===== config.mk =====
export PLATFORM = sky130hd
export DESIGN_NAME = hilo_unit
export DESIGN_NICKNAME = d
export VERILOG_FILES = /design/src/rtl/hilo_pkg.sv /design/src/rtl/hilo_lat_counter.sv /design/src/rtl/hilo_unit.sv
export SDC_FILE = /design/constraint.sdc
export NUM_CORES = 1
export LEC_CHECK = 0
export BUFFER_PORTS_ARGS = -buffer_cell sky130_fd_sc_hd__buf_2
export CORE_MARGIN = 1
export CORE_UTILIZATION = 47
export CTS_BUF_LIST = sky130_fd_sc_hd__clkbuf_2 sky130_fd_sc_hd__clkbuf_4 sky130_fd_sc_hd__clkbuf_8
export CTS_CLUSTER_SIZE = 8
export DETAILED_ROUTE_END_ITERATION = 10
export GPL_ROUTABILITY_DRIVEN = 1
export PLACE_DENSITY = 0.83
export SYNTH_ARGS = -nofsm -noshare
export SYNTH_HDL_FRONTEND = slang
export SYNTH_SLANG_ARGS = --single-unit

===== constraint.sdc =====
create_clock -name clk -period 2.45 [get_ports clk]
set_clock_uncertainty 0.15 [all_clocks]
set_input_delay 0.49 -clock clk [delete_from_list [all_inputs] [get_ports clk]]
set_output_delay 0.49 -clock clk [all_outputs]
set_load 0.02 [all_outputs]

===== src/rtl/hilo_pkg.sv =====
// hilo_pkg: shared state type and default multicycle latencies for the HI/LO unit
package hilo_pkg;
    typedef enum logic {IDLE, WAIT} hilo_state_t;
    localparam int MUL_LAT_DEF = 3;
    localparam int DIV_LAT_DEF = 8;
endpackage


===== src/rtl/hilo_lat_counter.sv =====
// hilo_lat_counter: loadable down counter that stops at zero and flags it
module hilo_lat_counter #(
    parameter int CNT_W = 4
) (
    input  logic             clk,
    input  logic             resetn,
    input  logic             load,
    input  logic [CNT_W-1:0] load_val,
    output logic             zero
);
    logic [CNT_W-1:0] cnt;
    always_comb zero = (cnt == '0);
    always_ff @(posedge clk or negedge resetn) begin
        if (!resetn) cnt <= '0;
        else if (load) cnt <= load_val;
        else if (!zero) cnt <= cnt - 1'b1;
    end
endmodule


===== src/rtl/hilo_unit.sv =====
// hilo_unit: HI/LO registers with fixed-latency mult/div stall, mthi/mtlo writes and mfhi/mflo reads
module hilo_unit
    import hilo_pkg::*;
#(
    parameter int MUL_LAT = MUL_LAT_DEF,
    parameter int DIV_LAT = DIV_LAT_DEF,
    parameter int CNT_W   = 4
) (
    input  logic        clk,
    input  logic        resetn,
    input  logic        exe_valid,
    input  logic        op_muldiv,
    input  logic        op_is_div,
    input  logic        op_mthi,
    input  logic        op_mtlo,
    input  logic        op_mfhi,
    input  logic        op_mflo,
    input  logic [31:0] wdata,
    input  logic [31:0] alu_hi,
    input  logic [31:0] alu_lo,
    input  logic        cancel,
    output logic        busy,
    output logic        done,
    output logic [31:0] rd_data,
    output logic [31:0] hi_q,
    output logic [31:0] lo_q
);
    localparam logic [CNT_W-1:0] MUL_CNT = CNT_W'(MUL_LAT - 2);
    localparam logic [CNT_W-1:0] DIV_CNT = CNT_W'(DIV_LAT - 2);
    hilo_state_t state;
    logic start, zero;
    always_comb begin
        start   = exe_valid & op_muldiv & ~cancel & (state == IDLE);
        // the last WAIT cycle drops busy so the stage advances on the commit edge
        busy    = resetn & ((state == IDLE) ? start : (~zero & ~cancel));
        rd_data = op_mfhi ? hi_q : op_mflo ? lo_q : '0;
    end
    hilo_lat_counter #(.CNT_W(CNT_W)) u_cnt (
        .clk      (clk),
        .resetn   (resetn),
        .load     (start),
        .load_val (op_is_div ? DIV_CNT : MUL_CNT),
        .zero     (zero)
    );
    always_ff @(posedge clk or negedge resetn) begin
        if (!resetn) begin
            state <= IDLE;
            hi_q  <= '0;
            lo_q  <= '0;
            done  <= 1'b0;
        end else begin
            done <= 1'b0;
            if (state == IDLE) begin
                if (start) state <= WAIT;
                else if (exe_valid & ~cancel & ~op_muldiv) begin
                    if (op_mthi) hi_q <= wdata;
                    if (op_mtlo) lo_q <= wdata;
                end
            end else if (cancel) state <= IDLE;
            else if (zero) begin
                hi_q  <= alu_hi;
                lo_q  <= alu_lo;
                done  <= 1'b1;
                state <= IDLE;
            end
        end
    end
endmodule

==> summary.md, run 1 <==
| Metric | Value |
|---|---|
| Finish-stage setup viols | 0 |
| Clock sink count | 70 |
| DR DRC count | 0 |
| Area share of the largest cell type after synthesis | 0.4543 |
| Primary FF master, synth | dfrtp_1 |
| IO Port Bufs | roughly 200 |
| Top cells by count, synth | dfrtp_1, inv_1, a21oi_1, mux2i_1, nor2b_1 |
| Avg WL per Cell | 15.24 um |
| Slew Viols, Final | 0 |
| Pleak | roughly 2.7 nW |
| Peak VDD IR | 0.6046 mV |
| Post-Syn Instances | 384 |
| Antenna violations before repair | 0 |
| Outcome | finished clean |
| Vias/cell | 5.142 |
| YS warnings | 0 |
| HPWL Detailed | around 7800 um |
| Most common cell in the netlist | dfrtp_1 |
| Arrival @ worst endpoint | about 1.7 ns |
| Cell Pwr Density | 1184 nW/um2 |
| First-pass GRT wire length | approximately 17000 um |
| Cell depth of the worst hold path | 2 |
| Worst EP required | 1.81 ns |
| 1st-pass router iterations | 4 |
| Hold slack | ~0.21 ns |
| CP endpoint kind | primary output |
| Core area | between 7000 and 8000 um2 |
| Full die area | 8571 um2 |
| Nets | ~700 |
| Fmax | ~0.42 GHz |
| Post-route cell area | ~5000 um2 |
| Seq cells post-synth | 70 |
| Top post-synthesis cells by area | dfrtp_1, mux2i_1, a21oi_1, a22o_1, inv_1 |
| Final Hold Fails | 0 |
| RSZ-0062 raised after global routing | false |
| Min-delay src | cancel |
| Crit-path max FO | 2 |
| Drt initial violations | 110 |
| Post-synthesis instance area | between 3000 and 4000 um2 |
| Final worst-path cycle share | 0.9635 |
| Total CTS buffers | 9 |
| Mapped Nets | approximately 490 |
| Height of the die | 92.58 um |
| Maxcap violations | 0 |
| Site Rows | 32 |
| Synthesized area per cell | 10.04 um2 |
| Die Wd | around 93 um |
| Synth unique cells | 26 |
| Seq/Total Area, Yosys | 0.4543 |
| Routed Antenna Nets | 0 |
| Clock Pin Slew Worst Setup and Hold Paths | roughly 0.07 ns |
| Initial Utilization | 0.4914 |
| Final worst slack | 0.08939 ns |
| DRT Wirelength | 10550 um |
| Hold Buf Count CTS | 0 |
| Hold crit path type | in -> reg |
| Asr flop ratio synth | 1.000 |
| Setup CP Type | reg -> out |
| Largest net degree at the start of global routing | 71 |
| Number of synthesized flops with an enable pin | 0 |
| DP Worst Slack | approximately 0.19 ns |
| DR vias | 3558 |
| Min Tclk post-route | 2.361 ns |
| Worst r2r src | u_cnt.cnt[0] |
| Max_slew headroom | 0.3965 |
| Final TNS setup | 0 ns |
| R2r worst-path depth | 7 |
| CP Launch Type | flop |
| Inserted Diodes | 0 |
| Clk Latency, worst-skew pair | around 0.33 ns |
| DP Area | between 4000 and 5000 um2 |
| Crit path launch | u_cnt.cnt[0] |
| Multi-input logic area | 1657 um2 |
| Tot GR Track Use | 0.2522 |
| Routability Congestion | 0.8247 |
| Area Growth Syn to Fin | 33.00% |
| Sequential Area | 1753 um2 |
| Layout fillers | between 600 and 700 |
| Overflow after GRT | 0 |
| Layout cells sized above 1 | 0.4051 |
| Clk root buf | clkbuf_8 |
| I/O pins | 204 |
| CTS tree | yes |
| Htree depth | 3 |
| R2r setup slk | 0.20 ns |
| Clk buf depth | 2 |
| Worst Tran Pin Value | between 0.9 and 1 ns |
| Area leader, netlist | dfrtp_1 |
| Vias in the first global route | roughly 3500 |
==> layout make-up <==
type	count	share of cell area
inverter	69	0.05050
clock buffer	11	0.02708
clock inverter	5	0.009758
sequential	70	0.3418
timing repair buffer	215	0.2230
tap	102	0.02488
multi-input combinational	220	0.3230
==> worst max-delay path, cell delays in order, from the launching register on <==
cell      delay (ns)
dfrtp_1         0.38
inv_1           0.10
ha_1            0.19
or3b_4          0.40
nand2_1         0.10
a211oi_1        0.07
buf_2           0.16
==> registers in the layout, indices dropped and copies added (netlist names) <==
name       cells
done           1
lo_q          32
hi_q          32
u_cnt.cnt      4
state          1
==> through the flow <==
step	total power, mW	util	std cells
after floorplan	4.061	-	384
after global placement	5.066	0.6282	675
after detailed placement	5.189	0.6282	675
after CTS	6.117	0.6535	692
after global routing	6.479	0.6535	692
final	6.073	0.6535	692
==> cells in the final DEF, fill, tap and decap left out <==
cell type,instances
inv_1,69
buf_2,203
buf_12,3
ha_1,1
clkbuf_4,2
and2_0,1
o22ai_4,2
o21ai_0,2
dfrtp_2,1
nand2_1,5
clkbuf_8,9
nor3_1,1
nor2b_1,32
o31ai_1,2
bufinv_16,1
buf_4,9
or2_2,1
o21a_1,1
dfrtp_1,69
clkinv_2,4
and4bb_2,1
nand2b_1,1
or3b_4,1
a22o_1,31
a21oi_1,65
mux2i_1,64
xnor2_1,3
nor2b_2,1
nor2_1,3
or4b_4,1
a211oi_1,1
==> path summary, 6_finish.rpt <==
path	to
worst max-delay path	busy
worst min-delay path	state
worst max register to register	hi_q[20]
worst min register to register	lo_q[14]
max in group asynchronous	state
min in group asynchronous	hi_q[3]
==> power by group <==
group	switching, mW	total (mW)	internal [mW]	leakage, nW
clock network	0.411	0.897	0.486	0.104
logic	1.83	2.96	1.13	1.77
registers	0.482	2.21	1.73	0.802
total	2.73	6.07	3.35	2.67
==> logic make-up (layout without fill, tap and decap cells) <==
kind of cell	after synthesis	count (layout)	synth area share
adders and majority gates	1	1	0.003244
buffers and inverters	94	300	0.1175
muxes	64	64	0.1661
and+or+nand+nor	48	48	0.07658
DFF	70	70	0.4543
AOI/OAI and AO/OA	104	104	0.1755
xor gates and xnor gates	3	3	0.006815
==> per-layer routing <==
layer | global-route usage | routed length [um] | vias up | share of wire
met4 | 0.09766 | 175 | 0 | 0.017
met1 | 0.3021 | 4379 | 1684 | 0.42
met3 | 0.04351 | 613 | 18 | 0.058
met2 | 0.4488 | 5376 | 162 | 0.51
met5 | 0 | 0 | - | 0
li1 | - | - | 1694 | -
==> timing repair <==
item / in CTS / in global routing
buffers inserted: 1 / 0
gates resized for setup: 1 / 0
setup endpoints to repair: 1 / 0
No activity file was read; power rests on OpenSTA's default activity.
==> run 2, diff against run 1 <==
--- a/config.mk
+++ b/config.mk
@@ -15,4 +15,5 @@
 export PLACE_DENSITY = 0.83
 export SYNTH_ARGS = -nofsm -noshare
 export SYNTH_HDL_FRONTEND = slang
+export SYNTH_HIERARCHICAL = 1
 export SYNTH_SLANG_ARGS = --single-unit
==> summary.md, run 2 <==
| Metric | Value |
|---|---|
| Top cells by count, synth | dfrtp_1, inv_1, mux2i_1, a21oi_1, a22o_1 |
| Internal power | 3.531 mW (+5.5%) |
| Vias in the first global route | 3431 (-2.1%) |
| Crit path launch | u_cnt/cnt[1] |
| Asr flop ratio synth | 1.000 (unchanged) |
| Maxcap violations | 0 (unchanged) |
| Seq/Total Area, Yosys | 0.4556 (+0.001330) |
| Clk root buf | clkbuf_8 |
| Hold crit path type | in -> async |
| R2r setup slk | 0.31 ns (+0.11 ns) |
| YS warnings | 6 (+6) |
| Mapped Nets | 491 (unchanged) |
| Outcome | finished clean |
| DR DRC count | 0 (unchanged) |
| Finish-stage setup viols | 0 (unchanged) |
| Initial Utilization | 0.4925 (+0.001078) |
| HPWL Detailed | 7489 um (-3.5%) |
| Combinational power share | 0.477 (-0.011) |
| Clk buf depth | 2 (unchanged) |
| Final worst slack | 0.05812 ns (-0.03127 ns) |
| Setup crit end | busy |
| Sequential fraction of design power | 0.354 (-0.011) |
| Routability Congestion | 0.8548 (+3.6%) |
| Total CTS buffers | 9 (unchanged) |
| CP Launch Type | flop |
| Final worst-path cycle share | 0.9763 (+0.01276) |
| Commonest cells after routing, fill and taps aside | buf_2, dfrtp_1, inv_1, mux2i_1, a21oi_1 |
| Routed Antenna Nets | 0 (unchanged) |
| Clk Latency, worst-skew pair | 0.34 ns (about the same) |
| Synth unique cells | 31 (+19%) |
| First-pass GRT wire length | 15860 um (-5.4%) |
| Largest net degree at the start of global routing | 71 (unchanged) |
| Primary FF master, synth | dfrtp_1 |
| Crit-path max FO | 3 (+1) |
| Seq cells post-synth | 70 (unchanged) |
| 1st-pass router iterations | 4 (unchanged) |
| DRT Wirelength | 10140 um (-3.8%) |
| Avg WL per Cell | 14.65 um (-3.8%) |
| Psw | 2.780 mW (+1.9%) |
| Hold Buf Count CTS | 0 (unchanged) |
| Post-synthesis instance area | 3845 um2 (-0.29%) |
| Most common cell after layout, fill and taps aside | buf_2 |
| Worst EP required | 1.81 ns (about the same) |
| Core area | 7807 um2 (-0.51%) |
| Layout cells sized above 1 | 0.4102 (+0.005085) |
| Switching Share | 0.4405 (-0.008595) |
| Antenna violations before repair | 0 (unchanged) |
| Full die area | 8546 um2 (-0.29%) |
| Max_slew headroom | 0.4123 (+0.01574) |
| Fmax | 0.4181 GHz (-1.3%) |
| R2r worst-path depth | 8 (+1) |
| CP endpoint kind | primary output |
| Largest regs | hi_q (32), lo_q (32), u_cnt/cnt (4) |
| Inserted Diodes | 0 (unchanged) |
| Most common cell in the netlist | dfrtp_1 |
| Final Hold Fails | 0 (unchanged) |
| Setup CP Type | reg -> out |
| CTS tree | yes |
| Pwr Total | 6.311 mW (+3.9%) |
| Clock share of power | 0.169 (+0.021) |
| Clock sink count | 70 (unchanged) |
| Worst Tran Pin Value | 0.8816 ns (-0.02361 ns) |
| Drt initial violations | 86 (-22%) |
| Height of the die | 92.45 um (-0.15%) |
| Worst r2r src | u_cnt/cnt[1] |
| Overflow after GRT | 0 (unchanged) |
| Final TNS setup | 0 ns (unchanged) |
| Tot GR Track Use | 0.2365 (-0.01567) |
| Nets | 692 (unchanged) |
| Die Wd | 92.45 um (-0.15%) |
| Synthesized area per cell | 10.01 um2 (-0.29%) |
| Min Tclk post-route | 2.392 ns (+0.03127 ns) |
| IO Port Bufs | 203 (unchanged) |
| Site Rows | 32 (unchanged) |
| Top post-synthesis cells by area | dfrtp_1, mux2i_1, a21oi_1, a22o_1, inv_1 |
| Vias/cell | 5.100 (-0.82%) |
| Area share of the largest cell type after synthesis | 0.4556 (+0.001330) |
| Pleak | 2.691 nW (+0.76%) |
| Reg-to-Reg End | lo_q[25] |
| Peak VDD IR | 0.6630 mV (+9.6%) |
| Area Growth Syn to Fin | 35.18% |
| Arrival @ worst endpoint | 1.75 ns (+0.03 ns) |
| Number of synthesized flops with an enable pin | 0 (unchanged) |
| Clock Pin Slew Worst Setup and Hold Paths | 0.08 ns (about the same) |
| Final Util | 0.6657 (+0.01216) |
| Htree depth | 3 (unchanged) |
| DR vias | 3529 (-0.82%) |
| I/O pins | 204 (unchanged) |
| Post-Syn Instances | 384 (unchanged) |
| Cell Pwr Density | 1214 nW/um2 (+2.5%) |
| Slew Viols, Final | 0 (unchanged) |
| DP Worst Slack | 0.2763 ns (+0.08450 ns) |
| Area leader, netlist | dfrtp_1 |
==> run 2: cell count changes after synthesis, sizes merged, moves of 5 or more <==
cell,delta
and2b,+6
nor2b,-5
clkbuf,-5
buf,+5
==> run 2: logic make-up after synthesis <==
family,count (synthesis),share of synthesized area
other cells,1,0.0009753
flops,70,0.4556
buf+inv,92,0.1061
xor+xnor,1,0.002278
compound gates,102,0.1702
mux,67,0.1747
simple gates,50,0.08689
fa+ha+maj,1,0.003254
==> run 2: through the flow <==
stage                     hold WS, ns  instance area (um2)  instances
after floorplan               0.04441                 3845        384
after global placement         0.3715                 4933        675
after detailed placement       0.3808                 4933        675
after CTS                      0.2391                 5177        692
after global routing           0.2667                 5197        692
final                          0.2135                 5197        692
==> run 2: worst max-delay path: stages, from the launching register on <==
cell	delay, ns
dfrtp_1	0.38
inv_1	0.12
ha_4	0.16
nor3b_4	0.23
nand2b_4	0.17
a21oi_2	0.06
and2_1	0.15
buf_2	0.15
==> run 2: layout make-up <==
type,count,area [um2]
clock buffers,11,151.4
clock inverters,5,81.33
fillers,637,2610
inverters,67,251.5
multi-input cells,222,1712
flip-flops and latches,70,1753
well taps,102,127.6
repair buffers,215,1121
==> run 2: worst min path at each step <==
stage / depth (start not counted) / start / endpoint
floorplan: 0 / resetn / done
global placement: 2 / hi_q[6] / hi_q[6]
detailed placement: 2 / hi_q[6] / hi_q[6]
CTS: 3 / op_is_div / u_cnt/cnt[2]
global route: 3 / op_is_div / u_cnt/cnt[2]
finish: 2 / resetn / hi_q[24]
==> run 2: power groups by stage <==
stage	registers [mW]	logic [mW]	clock network [mW]
floorplan	2.83	1.26	0
global placement	2.21	2.89	0
detailed placement	2.25	2.98	0
CTS	2.23	3.00	1.09
global route	2.32	3.26	1.14
finish	2.23	3.01	1.06
==> run 2: what timing repair did <==
action,CTS,global route
pin swaps,0,0
gates resized for setup,1,4
cloned,0,0
setup buffers,1,0
endpoints found under the setup margin,1,1
==> run 2: routing by layer <==
| metal | part of all wire | vias up | track usage |
|---|---|---|---|
| met5 | 0 | - | 0 |
| met2 | 0.51 | 124 | 0.4191 |
| met3 | 0.058 | 13 | 0.04516 |
| met1 | 0.42 | 1700 | 0.2856 |
| met4 | 0.013 | 0 | 0.08333 |
| li1 | - | 1692 | - |
==> run 3, diff against run 2 <==
--- a/config.mk
+++ b/config.mk
@@ -6,13 +6,14 @@
 export NUM_CORES = 1
 export LEC_CHECK = 0
 export BUFFER_PORTS_ARGS = -buffer_cell sky130_fd_sc_hd__buf_2
+export CORE_ASPECT_RATIO = 1.1
 export CORE_MARGIN = 1
-export CORE_UTILIZATION = 47
+export CORE_UTILIZATION = 40
 export CTS_BUF_LIST = sky130_fd_sc_hd__clkbuf_2 sky130_fd_sc_hd__clkbuf_4 sky130_fd_sc_hd__clkbuf_8
 export CTS_CLUSTER_SIZE = 8
 export DETAILED_ROUTE_END_ITERATION = 10
 export GPL_ROUTABILITY_DRIVEN = 1
-export PLACE_DENSITY = 0.83
+export PLACE_DENSITY = 0.72
 export SYNTH_ARGS = -nofsm -noshare
 export SYNTH_HDL_FRONTEND = slang
 export SYNTH_HIERARCHICAL = 1
==> summary.md, run 3 (synthesis results as in run 2) <==
| Metric | Value |
|---|---|
| Vias/cell | 4.913 (-3.7%) |
| Htree depth | 3 (unchanged) |
| Routability Congestion | 0.7921 (-7.3%) |
| First-pass GRT wire length | 15900 um (+0.30%) |
| Clk Latency, worst-skew pair | 0.33 ns (about the same) |
| Combinational power share | 0.486 (+0.009) |
| Final TNS setup | 0 ns (unchanged) |
| RSZ-0062 raised after global routing | false |
| Largest net degree at the start of global routing | 52 (-27%) |
| Nets | 694 (+0.29%) |
| Peak VDD IR | 0.6635 mV (about the same) |
| Final Hold Fails | 0 (unchanged) |
| Core area | 9351 um2 (+20%) |
| Layout cells sized above 1 | 0.4071 (-0.003075) |
| 1st-pass router iterations | 6 (+2) |
| Outcome | finished clean |
| Pleak | 2.698 nW (+0.25%) |
| Drt initial violations | 102 (+19%) |
| CP Launch Type | flop |
| I/O pins | 204 (unchanged) |
| Most common cell after layout, fill and taps aside | buf_2 |
| CP endpoint kind | primary output |
| Height of the die | 104.8 um (+13%) |
| WP buf/inv | 2 (unchanged) |
| Worst stage delay on the critical path | 0.38 ns (about the same) |
| DRT Wirelength | 10240 um (+0.98%) |
| Area Growth Syn to Fin | 35.34% |
| Clk buf depth | 2 (unchanged) |
| Inserted Diodes | 0 (unchanged) |
| Setup CP Type | reg -> out |
| Clock sink count | 70 (unchanged) |
| Pwr Total | 6.172 mW (-2.2%) |
| Min Tclk post-route | 2.338 ns (-0.05429 ns) |
| Maxcap violations | 0 (unchanged) |
| Tot GR Track Use | 0.2052 (-0.03129) |
| DR DRC count | 0 (unchanged) |
| CTS tree | yes |
| Switching Share | 0.4431 (+0.002646) |
| Avg WL per Cell | 14.44 um (-1.4%) |
| Crit-path max FO | 3 (unchanged) |
| Finish-stage setup viols | 0 (unchanged) |
| Vias in the first global route | 3418 (-0.38%) |
| Cell Pwr Density | 1186 nW/um2 (-2.3%) |
| Site Rows | 37 (+16%) |
| Hold crit path type | in -> async |
| Psw | 2.735 mW (-1.6%) |
| Final worst-path cycle share | 0.9541 (-0.02216) |
| Slew Viols, Final | 0 (unchanged) |
| Overflow after GRT | 0 (unchanged) |
| Full die area | 10010 um2 (+17%) |
| Internal power | 3.437 mW (-2.7%) |
| Commonest cells after routing, fill and taps aside | buf_2, dfrtp_1, inv_1 |
| Routed Antenna Nets | 0 (unchanged) |
| IO Port Bufs | 203 (unchanged) |
| DR vias | 3483 (-1.3%) |
| Initial Utilization | 0.4112 (-0.08131) |
| Fmax | 0.4278 GHz (+2.3%) |
| Top Family by Delay on Critical Path | simple AND/OR/NAND/NOR gates |
| CP Cell Sequence | inv_1, ha_4, nor3b_4, nand2b_1, a21oi_1, and2_1, buf_2 |
| Worst EP required | 1.81 ns (about the same) |
| Total CTS buffers | 9 (unchanged) |
| HPWL Detailed | 7694 um (+2.7%) |
| Worst path slowest cell | dfrtp_1 |
| Sequential fraction of design power | 0.360 (+0.006) |
| Largest regs | hi_q (32), lo_q (32), u_cnt/cnt (4) |
| Clock Pin Slew Worst Setup and Hold Paths | 0.08 ns (about the same) |
| Clk root buf | clkbuf_8 |
| Layout fillers | 858 (+35%) |
| Clock share of power | 0.154 (-0.015) |
| Arrival @ worst endpoint | 1.70 ns (-0.05 ns) |
| Die Wd | 95.48 um (+3.3%) |
| Antenna violations before repair | 0 (unchanged) |
-- run 3: cell types whose count changed in the layout (fill, tap and decap cells not counted), sizes merged --
cell,delta
bufinv,-1
buf,+2
clkinv,+1
clkinvlp,-1
clkbuf,+1
-- run 3: final timing paths --
kind | from | slack (ns) | depth (start not counted) | endpoint
max | u_cnt/cnt[0] | 0.11 | 7 | busy
min | resetn | 0.08 | 2 | hi_q[25]
max reg2reg | u_cnt/cnt[0] | 0.26 | 9 | lo_q[10]
min reg2reg | lo_q[7] | 0.38 | 2 | lo_q[7]
max in group asynchronous | resetn | 1.70 | 2 | lo_q[19]
min in group clk | op_is_div | 0.26 | 3 | u_cnt/cnt[2]
-- run 3: layout make-up --
cell class | count | area (um2) | area share
clock buffers | 12 | 158.9 | 0.03054
clock inverters | 4 | 45.04 | 0.008656
inverters | 67 | 251.5 | 0.04833
multi-input cells | 222 | 1700 | 0.3268
flip-flops and latches | 70 | 1753 | 0.3369
well taps | 117 | 146.4 | 0.02813
repair buffers | 217 | 1149 | 0.2207
-- run 3: stage by stage --
step,cell area [um2],setup WS (ns),instances,util,hold slack [ns]
floorplan,3845,0.4672,384,-,0.04441
global placement,4972,0.3434,691,0.5317,0.3683
detailed placement,4972,0.2910,691,0.5317,0.3783
CTS,5184,0.02222,708,0.5543,0.06902
global route,5204,0.0006931,709,0.5565,0.07916
finish,5204,0.1124,709,0.5565,0.07511
-- run 3: what timing repair did --
action | in CTS | in global routing
setup buffers | 1 | 1
resized for setup | 0 | 2
pin swaps | 0 | 1
gates cloned | 0 | 0
hold buffers | 0 | 0
setup endpoints to repair | 1 | 1
-- run 3: power by group through the flow --
stage / registers, mW / clock network [mW] / logic [mW]
final: 2.22 / 0.951 / 3.00
after global placement: 2.21 / 0 / 2.90
after global routing: 2.30 / 1.02 / 3.27
after detailed placement: 2.23 / 0 / 2.99
after CTS: 2.22 / 0.987 / 3.00
after floorplan: 2.83 / 0 / 1.26
-- run 3: per-layer routing --
metal | part of all wire | vias to the layer above | global-route usage
met2 | 0.50 | 117 | 0.3531
met3 | 0.069 | 7 | 0.05677
met5 | 0 | - | 0
met1 | 0.42 | 1658 | 0.2446
li1 | - | 1701 | -
met4 | 0.0094 | 0 | 0.06290
